--- src/rtl/axil_pkg.sv ---
`default_nettype none
// ============================================================================
// Package  : axil_pkg
// Brief    : Shared types and helpers for the AXI4-Lite register-bus bridge.
// Revision : 1.0
// ============================================================================
package axil_pkg;

  typedef enum logic [1:0] {
    OKAY   = 2'b00,
    SLVERR = 2'b10,
    DECERR = 2'b11
  } resp_t;

  typedef enum logic [1:0] {
    W_IDLE = 2'd0,
    W_EXEC = 2'd1,
    W_RESP = 2'd2
  } wr_state_t;

  typedef enum logic [1:0] {
    R_IDLE = 2'd0,
    R_WAIT = 2'd1,
    R_DATA = 2'd2
  } rd_state_t;

  // Wide enough to count up to the largest read latency (4).
  localparam int RD_CNT_W = 3;

  function automatic int strb_width(input int data_w);
    return data_w / 8;
  endfunction

endpackage
`default_nettype wire

--- src/rtl/axil_addr_decode.sv ---
`default_nettype none
// ============================================================================
// Module   : axil_addr_decode
// Brief    : Window and alignment check producing an AXI response code.
// Revision : 1.0
// ============================================================================
module axil_addr_decode
  import axil_pkg::*;
#(
  parameter int                ADDR_W    = 32,
  parameter int                DATA_W    = 32,
  parameter logic [ADDR_W-1:0] BASE_ADDR = '0,
  parameter int                ADDR_SPAN = 4096
) (
  input  logic [ADDR_W-1:0] addr,
  output resp_t             resp
);

  localparam int              c_lsb_w = $clog2(strb_width(DATA_W));
  localparam logic [ADDR_W:0] c_lo    = {1'b0, BASE_ADDR};
  localparam logic [ADDR_W:0] c_span  = (ADDR_W + 1)'(ADDR_SPAN);

  logic [ADDR_W:0] w_offset;
  logic            w_in_window;
  logic            w_misaligned;

  // An address below the base borrows into the extra top bit, so a single
  // unsigned compare of the offset covers both window edges.
  always_comb begin
    w_offset     = {1'b0, addr} - c_lo;
    w_in_window  = (w_offset < c_span);
    w_misaligned = |addr[c_lsb_w-1:0];
    if (!w_in_window) begin
      resp = DECERR;
    end else if (w_misaligned) begin
      resp = SLVERR;
    end else begin
      resp = OKAY;
    end
  end

endmodule
`default_nettype wire

--- src/rtl/axil_slave_bridge.sv ---
`default_nettype none
// ============================================================================
// Module   : axil_slave_bridge
// Brief    : AXI4-Lite slave to register-bus strobe bridge, registered outputs.
// Revision : 1.0
// ============================================================================
module axil_slave_bridge
  import axil_pkg::*;
#(
  parameter int                ADDR_W     = 32,
  parameter int                DATA_W     = 32,
  parameter logic [ADDR_W-1:0] BASE_ADDR  = '0,
  parameter int                ADDR_SPAN  = 4096,
  parameter int                RD_LATENCY = 1
) (
  input  logic                  clk,
  input  logic                  rst,
  input  logic                  AWvalid,
  input  logic [ADDR_W-1:0]     AWaddr,
  output logic                  AWready,
  input  logic                  Wvalid,
  input  logic [DATA_W-1:0]     Wdata,
  input  logic [DATA_W/8-1:0]   Wstrb,
  output logic                  Wready,
  output logic                  Bvalid,
  input  logic                  Bready,
  output logic [1:0]            Bresp,
  input  logic                  ARvalid,
  input  logic [ADDR_W-1:0]     ARaddr,
  output logic                  ARready,
  output logic                  Rvalid,
  input  logic                  Rready,
  output logic [DATA_W-1:0]     Rdata,
  output logic [1:0]            Rresp,
  output logic                  wr_en,
  output logic [ADDR_W-1:0]     wr_addr,
  output logic [DATA_W-1:0]     wr_data,
  output logic [DATA_W/8-1:0]   wr_strobe,
  output logic                  rd_en,
  output logic [ADDR_W-1:0]     rd_addr,
  input  logic [DATA_W-1:0]     rd_data
);

  localparam int                  c_strb_w   = strb_width(DATA_W);
  localparam logic [RD_CNT_W-1:0] c_last_cnt = RD_CNT_W'(RD_LATENCY - 1);

  // --------------------------------------------------------------------------
  // Write path
  // --------------------------------------------------------------------------
  wr_state_t            r_wstate,   w_wstate_nxt;
  logic                 r_aw_held,  w_aw_held_nxt;
  logic                 r_w_held,   w_w_held_nxt;
  logic [ADDR_W-1:0]    r_awaddr,   w_awaddr_nxt;
  logic [DATA_W-1:0]    r_wdata,    w_wdata_nxt;
  logic [c_strb_w-1:0]  r_wstrb,    w_wstrb_nxt;
  logic                 r_awready,  w_awready_nxt;
  logic                 r_wready,   w_wready_nxt;
  logic                 r_wr_en,    w_wr_en_nxt;
  logic                 r_bvalid,   w_bvalid_nxt;
  resp_t                r_bresp,    w_bresp_nxt;

  logic                 w_aw_hs;
  logic                 w_w_hs;
  logic [ADDR_W-1:0]    w_awaddr_cur;
  logic [c_strb_w-1:0]  w_wstrb_cur;
  resp_t                w_aw_resp;

  assign w_aw_hs      = r_awready & AWvalid;
  assign w_w_hs       = r_wready & Wvalid;
  // Decode sees the address/strobe as they will be once captured, so the
  // write pulse can be registered on the same edge that completes the pair.
  assign w_awaddr_cur = w_aw_hs ? AWaddr : r_awaddr;
  assign w_wstrb_cur  = w_w_hs  ? Wstrb  : r_wstrb;

  axil_addr_decode #(
    .ADDR_W    (ADDR_W),
    .DATA_W    (DATA_W),
    .BASE_ADDR (BASE_ADDR),
    .ADDR_SPAN (ADDR_SPAN)
  ) u_aw_decode (
    .addr (w_awaddr_cur),
    .resp (w_aw_resp)
  );

  always_comb begin
    w_wstate_nxt  = r_wstate;
    w_aw_held_nxt = r_aw_held;
    w_w_held_nxt  = r_w_held;
    w_awaddr_nxt  = r_awaddr;
    w_wdata_nxt   = r_wdata;
    w_wstrb_nxt   = r_wstrb;
    w_awready_nxt = 1'b0;
    w_wready_nxt  = 1'b0;
    w_wr_en_nxt   = 1'b0;
    w_bvalid_nxt  = r_bvalid;
    w_bresp_nxt   = r_bresp;
    case (r_wstate)
      W_IDLE: begin
        if (w_aw_hs) begin
          w_awaddr_nxt  = AWaddr;
          w_aw_held_nxt = 1'b1;
        end
        if (w_w_hs) begin
          w_wdata_nxt  = Wdata;
          w_wstrb_nxt  = Wstrb;
          w_w_held_nxt = 1'b1;
        end
        if (w_aw_held_nxt && w_w_held_nxt) begin
          w_wstate_nxt = W_EXEC;
          w_bresp_nxt  = w_aw_resp;
          w_wr_en_nxt  = (w_aw_resp == OKAY) && (|w_wstrb_cur);
        end else begin
          w_awready_nxt = !w_aw_held_nxt;
          w_wready_nxt  = !w_w_held_nxt;
        end
      end
      W_EXEC: begin
        w_wstate_nxt = W_RESP;
        w_bvalid_nxt = 1'b1;
      end
      W_RESP: begin
        if (Bready) begin
          w_wstate_nxt  = W_IDLE;
          w_bvalid_nxt  = 1'b0;
          w_bresp_nxt   = OKAY;
          w_aw_held_nxt = 1'b0;
          w_w_held_nxt  = 1'b0;
          w_awready_nxt = 1'b1;
          w_wready_nxt  = 1'b1;
        end
      end
      default: begin
        w_wstate_nxt = W_IDLE;
      end
    endcase
  end

  always_ff @(posedge clk or negedge rst) begin
    if (!rst) begin
      r_wstate  <= W_IDLE;
      r_aw_held <= 1'b0;
      r_w_held  <= 1'b0;
      r_awaddr  <= '0;
      r_wdata   <= '0;
      r_wstrb   <= '0;
      r_awready <= 1'b0;
      r_wready  <= 1'b0;
      r_wr_en   <= 1'b0;
      r_bvalid  <= 1'b0;
      r_bresp   <= OKAY;
    end else begin
      r_wstate  <= w_wstate_nxt;
      r_aw_held <= w_aw_held_nxt;
      r_w_held  <= w_w_held_nxt;
      r_awaddr  <= w_awaddr_nxt;
      r_wdata   <= w_wdata_nxt;
      r_wstrb   <= w_wstrb_nxt;
      r_awready <= w_awready_nxt;
      r_wready  <= w_wready_nxt;
      r_wr_en   <= w_wr_en_nxt;
      r_bvalid  <= w_bvalid_nxt;
      r_bresp   <= w_bresp_nxt;
    end
  end

  assign AWready   = r_awready;
  assign Wready    = r_wready;
  assign Bvalid    = r_bvalid;
  assign Bresp     = r_bresp;
  assign wr_en     = r_wr_en;
  assign wr_addr   = r_awaddr;
  assign wr_data   = r_wdata;
  assign wr_strobe = r_wstrb;

  // --------------------------------------------------------------------------
  // Read path
  // --------------------------------------------------------------------------
  rd_state_t             r_rstate,  w_rstate_nxt;
  logic [ADDR_W-1:0]     r_araddr,  w_araddr_nxt;
  logic [RD_CNT_W-1:0]   r_rd_cnt,  w_rd_cnt_nxt;
  logic                  r_arready, w_arready_nxt;
  logic                  r_rd_en,   w_rd_en_nxt;
  logic                  r_rvalid,  w_rvalid_nxt;
  logic [DATA_W-1:0]     r_rdata,   w_rdata_nxt;
  resp_t                 r_rresp,   w_rresp_nxt;

  logic                  w_ar_hs;
  resp_t                 w_ar_resp;

  assign w_ar_hs = r_arready & ARvalid;

  axil_addr_decode #(
    .ADDR_W    (ADDR_W),
    .DATA_W    (DATA_W),
    .BASE_ADDR (BASE_ADDR),
    .ADDR_SPAN (ADDR_SPAN)
  ) u_ar_decode (
    .addr (ARaddr),
    .resp (w_ar_resp)
  );

  always_comb begin
    w_rstate_nxt  = r_rstate;
    w_araddr_nxt  = r_araddr;
    w_rd_cnt_nxt  = r_rd_cnt;
    w_arready_nxt = 1'b0;
    w_rd_en_nxt   = 1'b0;
    w_rvalid_nxt  = r_rvalid;
    w_rdata_nxt   = r_rdata;
    w_rresp_nxt   = r_rresp;
    case (r_rstate)
      R_IDLE: begin
        w_arready_nxt = 1'b1;
        if (w_ar_hs) begin
          w_araddr_nxt  = ARaddr;
          w_arready_nxt = 1'b0;
          if (w_ar_resp == OKAY) begin
            w_rstate_nxt = R_WAIT;
            w_rd_en_nxt  = 1'b1;
            w_rd_cnt_nxt = '0;
          end else begin
            // Errored reads never touch the backend.
            w_rstate_nxt = R_DATA;
            w_rvalid_nxt = 1'b1;
            w_rdata_nxt  = '0;
            w_rresp_nxt  = w_ar_resp;
          end
        end
      end
      R_WAIT: begin
        if (r_rd_cnt == c_last_cnt) begin
          w_rstate_nxt = R_DATA;
          w_rvalid_nxt = 1'b1;
          w_rdata_nxt  = rd_data;
          w_rresp_nxt  = OKAY;
        end else begin
          w_rd_cnt_nxt = r_rd_cnt + 1'b1;
        end
      end
      R_DATA: begin
        if (Rready) begin
          w_rstate_nxt  = R_IDLE;
          w_rvalid_nxt  = 1'b0;
          w_rresp_nxt   = OKAY;
          w_arready_nxt = 1'b1;
        end
      end
      default: begin
        w_rstate_nxt = R_IDLE;
      end
    endcase
  end

  always_ff @(posedge clk or negedge rst) begin
    if (!rst) begin
      r_rstate  <= R_IDLE;
      r_araddr  <= '0;
      r_rd_cnt  <= '0;
      r_arready <= 1'b0;
      r_rd_en   <= 1'b0;
      r_rvalid  <= 1'b0;
      r_rdata   <= '0;
      r_rresp   <= OKAY;
    end else begin
      r_rstate  <= w_rstate_nxt;
      r_araddr  <= w_araddr_nxt;
      r_rd_cnt  <= w_rd_cnt_nxt;
      r_arready <= w_arready_nxt;
      r_rd_en   <= w_rd_en_nxt;
      r_rvalid  <= w_rvalid_nxt;
      r_rdata   <= w_rdata_nxt;
      r_rresp   <= w_rresp_nxt;
    end
  end

  assign ARready = r_arready;
  assign Rvalid  = r_rvalid;
  assign Rdata   = r_rdata;
  assign Rresp   = r_rresp;
  assign rd_en   = r_rd_en;
  assign rd_addr = r_araddr;

endmodule
`default_nettype wire

--- config.mk ---
export PLATFORM = sky130hd
export DESIGN_NAME = axil_slave_bridge
export DESIGN_NICKNAME = d
export VERILOG_FILES = /design/src/rtl/axil_pkg.sv /design/src/rtl/axil_addr_decode.sv /design/src/rtl/axil_slave_bridge.sv
export SDC_FILE = /design/constraint.sdc
export NUM_CORES = 1
export LEC_CHECK = 0
export ABC_AREA = 1
export CORE_MARGIN = 1.5
export CORE_UTILIZATION = 45
export DETAILED_ROUTE_END_ITERATION = 10
export GPL_TIMING_DRIVEN = 0
export PLACE_DENSITY = 0.85
export SETUP_SLACK_MARGIN = 0.1
export SYNTH_ARGS = -nofsm -noshare
export SYNTH_HDL_FRONTEND = slang
export SYNTH_SLANG_ARGS = --single-unit
export TNS_END_PERCENT = 30
--- constraint.sdc ---
create_clock -name clk -period 4.15 [get_ports clk]
set_input_delay 0.415 -clock clk [delete_from_list [all_inputs] [get_ports clk]]
set_output_delay 0.415 -clock clk [all_outputs]
set_load 0.02 [all_outputs]
==> impl_metrics.toml, run 1 <==
[power]
p_leak_nw = 4.56
p_switching_mw = 2.46
clock_share_of_power_pct = 21.3
vdd_drop_max_mv = 0.424
part_of_the_total_power_dissipated_in_combinational_logic_pct = 43.9
power_per_cell_area_nw_per_um2 = 687
power.share.sequential_pct = 34.8
cell_internal_pwr_mw = 4.38
switching_share_pct = 35.9

[logic_synthesis]
mappedNetlistNets = 727
synth.yosys.warnings = 0
number_of_instances_in_the_synthesized_netlist = 583
ys_seq_elements = 152
post_synth_num_cell_types = 30
synth-seq-area-share_pct = 60.2
syn-cell-area_um2 = 6320
synthesis.area_per_instance_um2 = 10.8

[route]
drt_pre_antenna_iters = 7
wl_per_cell_um = 16.3
drc = 0
ant_nets = 0
viasPerCell = 4.97
totalWireLength_um = 17500
detailroute.via_count = 5349
drt_first_iter_violations = 221

[cells_and_area]
num-fill-cells = 937
area_delta_synth_final_pct = 57.4
layout_commonest_cell = "clkdlybuf4s50_1"
final_layout_size_suffix_gt1_share_pct = 7.47
finalNetCount = 1028
antenna-diode-count = 0
layout.cells.most_common_list = "clkdlybuf4s50_1, dfrtp_1, nand2_1, mux2_1, nand4_1"

[worst_setup_path]
worst_path_required_ns = 4.51
reg2reg_from = "r_rstate[1]$_DFFE_PN0P_"
crit_path_start = "r_rstate[1]$_DFFE_PN0P_"
worst_setup_path_start_kind = "flip-flop"
critical_path.reg2reg.endpoint = "Rdata[29]$_DFFE_PN0P_"
ff2ff_setup_slack_ns = 2.22
worstSetupEndpoint = "Rdata[29]$_DFFE_PN0P_"
crit_end_category = "flip-flop"
critPathMaxFanout = 10
worst-r2r-cell-count = 7
criticalPathCategory = "reg2reg"
worst-endpoint-arrival_ns = 2.28

[die]
floorplan.initialDensity_pct = 45.9
fp-row-count = 43
io-pin-count = 282
die_h_um = 122
coreArea_um2 = 13800
chipWidth_um = 122
area_of_the_die_um2 = 14800

[clock_network]
cts_hold_buf = 0
cts_clock_pin_slew_for_the_worst_setup_and_hold_paths_ns = 0.06
tritoncts.num_buffers = 17
clock-sinks = 152
worstSkewPairLatency_ns = 0.42
post_cts.repair.setup_buffers = 0
cts-htree-levels = 4
clock_tree.root_cell = "clkbuf_16"
cts.path.max_buffers = 2
cts.repair.resized = 0
cts_tree = "done"

[place]
routabilityCongestion = 0.851
port_buffers = 281
dpl.hpwl_um = 13100
worst_setup_slack_post_dpl_ns = 2.03

[outcome]
outcome = "finished with violations"
failed_checks = "hold timing"

[sta]
tns_ns = 0
relSlewSlack_pct = 56.1
final_max_slew_viol_count = 0
max_clock_freq_ghz = 0.519
setup_slack_ns = 2.22
tightestPinTransition_ns = 0.658
post-route-min-period_ns = 1.93
report.final.setup_viol = 0
worst_hold_slack_ns = -0.000623
rsz0062_at_grt = "false"
clock-skew-final_ns = 0.0120
final_hold_viol_count = 1
layout_worst_path_cycle_share_pct = 46.4

[worst_hold_path]
worstHoldPathType = "in2async"

[global_routing]
globalRouteTotalUtil_pct = 24.7
antenna_violations_before_repair = 0
grt_max_degree = 84
grt_pass1_wl_um = 28100
overflow = 0
vias_in_the_first_global_route = 5590

[run]
reported_max_cap_violation_count = 0
[cell families after synthesis]
family | synth area share, %
mux | 13.5
buf+inv | 5.38
fa+ha+maj | 0.989
compound gates | 2.91
simple gates | 16.9
flops | 60.2
xor+xnor | 0.139
[per-layer routing]
metal	track usage [%]	share of wire (%)	up-vias
li1	-	-	2526
met5	0	0	-
met3	8.10	8.2	39
met2	42.9	51	216
met1	28.0	38	2568
met4	10.4	2.7	0
[flip-flops by register name, indices dropped and copies added (netlist names), 2 cells and up]
| register | count |
|---|---|
| wr_strobe | 4 |
| Rdata | 32 |
| Rresp | 2 |
| wr_data | 32 |
| r_wstate | 2 |
| wr_addr | 32 |
| Bresp | 2 |
| rd_addr | 32 |
| r_rd_cnt | 3 |
| r_rstate | 2 |
[worst max-delay path: stages (launching register included)]
cell and delay (ns):
dfrtp_1 0.40, inv_1 0.09, ha_1 0.20, inv_2 0.08, nor3_2 0.37, clkbuf_1 0.42, nand4_1 0.20, nand2_1 0.11
[how the worst min path moves through the flow]
stage	start	end	slack [ns]
CTS	rst	wr_addr[15]$_DFFE_PN0P_	0.03
floorplan	rst	ARready$_DFF_PN0_	0.12
finish	rst	wr_addr[23]$_DFFE_PN0P_	-0.0006
global route	rst	wr_addr[26]$_DFFE_PN0P_	0.04
global placement	Rdata[9]$_DFFE_PN0P_	Rdata[9]$_DFFE_PN0P_	0.45
detailed placement	Rdata[21]$_DFFE_PN0P_	Rdata[21]$_DFFE_PN0P_	0.46
[synthesized netlist by cell type, drive strengths merged]
library cell	n	share of area, %
inv	47	2.8
o31ai	1	0.12
or2	1	0.099
nand4	41	4.1
mux2	76	14
ha	5	0.99
clkbuf	5	0.30
a21oi	2	0.16
nor2	37	2.4
xnor2	1	0.14
dfrtp	152	60
buf	21	2.2
nand3b	1	0.12
nand3	12	1.3
nand2	145	8.6
nor3	1	0.16
o21ai	31	2.5
o211ai	1	0.12
nor4	2	0.20
clkinv	1	0.059
[layout make-up]
cell class	count	area, um^2	area share, %
clock buffer	23	488	4.90
clock inverter	9	72.6	0.729
timing repair buffer	282	2840	28.6
sequential	152	3800	38.2
inverter	48	180	1.81
tap	180	225	2.26
buffer	26	160	1.61
multi-input combinational	357	2180	21.9
[power by group through the flow]
stage	logic [mW]	registers, mW	clock network (mW)
final	3.00	2.38	1.46
after global routing	3.21	2.45	1.56
after CTS	3.03	2.38	1.48
after detailed placement	3.00	2.40	0
after global placement	2.95	2.36	0
after floorplan	0.841	3.02	0
[metrics by stage]
step | utilization, % | cell area [um^2] | total power [mW] | std cells
floorplan | - | 6320 | 3.86 | 583
global placement | 68.0 | 9360 | 5.31 | 1044
detailed placement | 68.2 | 9390 | 5.40 | 1045
CTS | 72.2 | 9950 | 6.89 | 1077
global route | 72.2 | 9950 | 7.21 | 1077
finish | 72.2 | 9950 | 6.83 | 1077
Note: power is estimated with default switching activity, not from simulation.
==> run 2, diff against run 1 <==
--- a/config.mk
+++ b/config.mk
@@ -7,10 +7,10 @@
 export LEC_CHECK = 0
 export ABC_AREA = 1
 export CORE_MARGIN = 1.5
-export CORE_UTILIZATION = 45
+export CORE_UTILIZATION = 42
 export DETAILED_ROUTE_END_ITERATION = 10
 export GPL_TIMING_DRIVEN = 0
-export PLACE_DENSITY = 0.85
+export PLACE_DENSITY = 0.8
 export SETUP_SLACK_MARGIN = 0.1
 export SYNTH_ARGS = -nofsm -noshare
 export SYNTH_HDL_FRONTEND = slang
==> constraint.sdc (replaced) <==
create_clock -name clk -period 1.8 [get_ports clk]
set_input_delay 0.18 -clock clk [delete_from_list [all_inputs] [get_ports clk]]
set_output_delay 0.18 -clock clk [all_outputs]
set_load 0.02 [all_outputs]
==> run 2 against run 1 <==
Against the previous run: the flow finishes with violations (DRC); first-iteration DRC count rose by 29%; register-to-register slack got worse by 2.1 ns; global-route usage shrank 2.6 points; core utilization decreased by 2.7 points; non-clock buffer count rose by 11; critical path type is now reg2out; largest power group unchanged.
==> impl_metrics.toml, run 2 (synthesis results as in run 1) <==
[power]
vdd_drop_max_mv = 0.810
p_leak_nw = 4.66
cell_internal_pwr_mw = 10.6
clock_share_of_power_pct = 23.2
switching_share_pct = 35.0
power.share.sequential_pct = 33.4
part_of_the_total_power_dissipated_in_combinational_logic_pct = 43.4
p_switching_mw = 5.71
power.total_mw = 16.3
power_per_cell_area_nw_per_um2 = 1600

[clock_network]
cts_tree = "done"
cts_clock_pin_slew_for_the_worst_setup_and_hold_paths_ns = 0.06
clock_tree.root_cell = "clkbuf_16"
cts-htree-levels = 4
cts.path.max_buffers = 2
tritoncts.num_buffers = 17
worstSkewPairLatency_ns = 0.42
clock-sinks = 152

[sta]
report.final.setup_viol = 0
final_hold_viol_count = 0
clock-skew-final_ns = 0.0120
final_max_slew_viol_count = 0
worst_hold_slack_ns = 0.316
max_clock_freq_ghz = 0.597
rsz0062_at_grt = "true"
relSlewSlack_pct = 53.6
layout_worst_path_cycle_share_pct = 93.1
post-route-min-period_ns = 1.68
tightestPinTransition_ns = 0.696

[route]
detailroute.via_count = 5393
drc = 23
ant_nets = 0
drt_first_iter_violations = 285
totalWireLength_um = 17200
viasPerCell = 4.94
wl_per_cell_um = 15.8
drt_pre_antenna_iters = 8

[die]
fp-row-count = 44
io-pin-count = 282
coreArea_um2 = 14600
die_h_um = 126
area_of_the_die_um2 = 15800
floorplan.initialDensity_pct = 43.2
chipWidth_um = 126

[cells_and_area]
area_delta_synth_final_pct = 61.1
num-fill-cells = 1095
layout.cells.most_common_list = "clkdlybuf4s50_1, dfrtp_1, nand2_1, mux2_1, nand4_1"
layout_commonest_cell = "clkdlybuf4s50_1"
final_layout_size_suffix_gt1_share_pct = 9.26
antenna-diode-count = 0
finalNetCount = 1039

[global_routing]
vias_in_the_first_global_route = 5368
grt_use_met3_pct = 7.26
met2_usage_grt_pct = 37.9
use_met1_pct = 26.3
grt_most_used_layer = "met2"
grt_pass1_wl_um = 27500
antenna_violations_before_repair = 0
overflow = 0
globalRouteTotalUtil_pct = 22.2
grt_max_degree = 80

[worst_setup_path]
worst_setup_path_start_kind = "flip-flop"
critPathMaxFanout = 3
critical-path-max-stage-delay_ns = 0.64
cp.depth = 1
path_cells = "clkdlybuf4s50_1"
worst-endpoint-arrival_ns = 1.50
worst-r2r-cell-count = 9
criticalPathCategory = "reg2out"
worst_path_dominant_cell_family = "buffers and inverters"
timing.critical_path.slowest_stage_cell = "clkdlybuf4s50_1"
worst_path_required_ns = 1.62
crit_end_category = "primary output"
critPathBufInv = 1

[place]
dpl.hpwl_um = 12700
routabilityCongestion = 0.796
port_buffers = 281

[worst_hold_path]
whs_path_depth = 3
worstHoldPathType = "in2reg"

[run]
reported_max_cap_violation_count = 0

[outcome]
outcome = "finished with violations"
failed_checks = "DRC"
==> run 2: cell count changes in the layout (fill, tap and decap cells not counted), moves of 3 or more <==
cell / delta
inv_2: +3
buf_6: +6
bufinv_16: +3
clkinv_2: -6
buf_4: +8
==> run 2: layout make-up <==
class	count	area [um^2]	area share [%]
timing repair buffer	293	2930	28.7
multi-input combinational	357	2220	21.7
sequential	152	3800	37.3
clock inverter	10	166	1.63
buffer	26	205	2.01
clock buffer	21	460	4.52
inverter	48	180	1.77
tap	184	230	2.26
==> run 2: repair_timing <==
action,in CTS,in global routing
hold buffers,1,0
buffers inserted,2,6
pin swaps,1,1
resized for setup,7,26
hold endpoints to repair,73,0
gates cloned,0,2
setup endpoints to repair,56,70
==> run 2: power groups by stage <==
| stage | clock (mW) | sequential [mW] | combinational [mW] |
|---|---|---|---|
| detailed placement | 0 | 5.50 | 6.91 |
| global route | 4.02 | 5.61 | 7.57 |
| CTS | 3.86 | 5.46 | 6.98 |
| floorplan | 0 | 6.96 | 1.94 |
| global placement | 0 | 5.44 | 6.79 |
| finish | 3.79 | 5.45 | 7.07 |
==> run 2: layer usage <==
metal | routed length [um] | vias up
met5 | 0 | -
met4 | 268 | 0
met3 | 1530 | 19
met2 | 8760 | 218
met1 | 6690 | 2589
li1 | - | 2567
==> run 2: worst paths after layout <==
check | start | endpoint | slack (ns)
max reg2reg | r_rstate[0]$_DFFE_PN0P_ | Rdata[7]$_DFFE_PN0P_ | 0.13
min in group asynchronous | rst | wr_addr[2]$_DFFE_PN0P_ | 0.35
max | ARready$_DFF_PN0_ | ARready | 0.12
min | rd_data[6] | Rdata[6]$_DFFE_PN0P_ | 0.32
max in group asynchronous | rst | rd_addr[29]$_DFFE_PN0P_ | 0.64
min reg2reg | Rdata[27]$_DFFE_PN0P_ | Rdata[27]$_DFFE_PN0P_ | 0.47
==> run 2: through the flow <==
stage	setup slack [ns]	instances	setup TNS, ns	cell area, um^2	util, %
6_report	0.124	1091	0	10200	69.6
5_1_grt	-0.0308	1091	-0.0520	10200	69.6
4_1_cts	0.0882	1083	0	10100	68.8
3_5_place_dp	-0.130	1049	-2.93	9400	64.2
3_3_place_gp	-5.65	1048	-858.20	9370	64.0
2_1_floorplan	0.260	583	0	6320	-
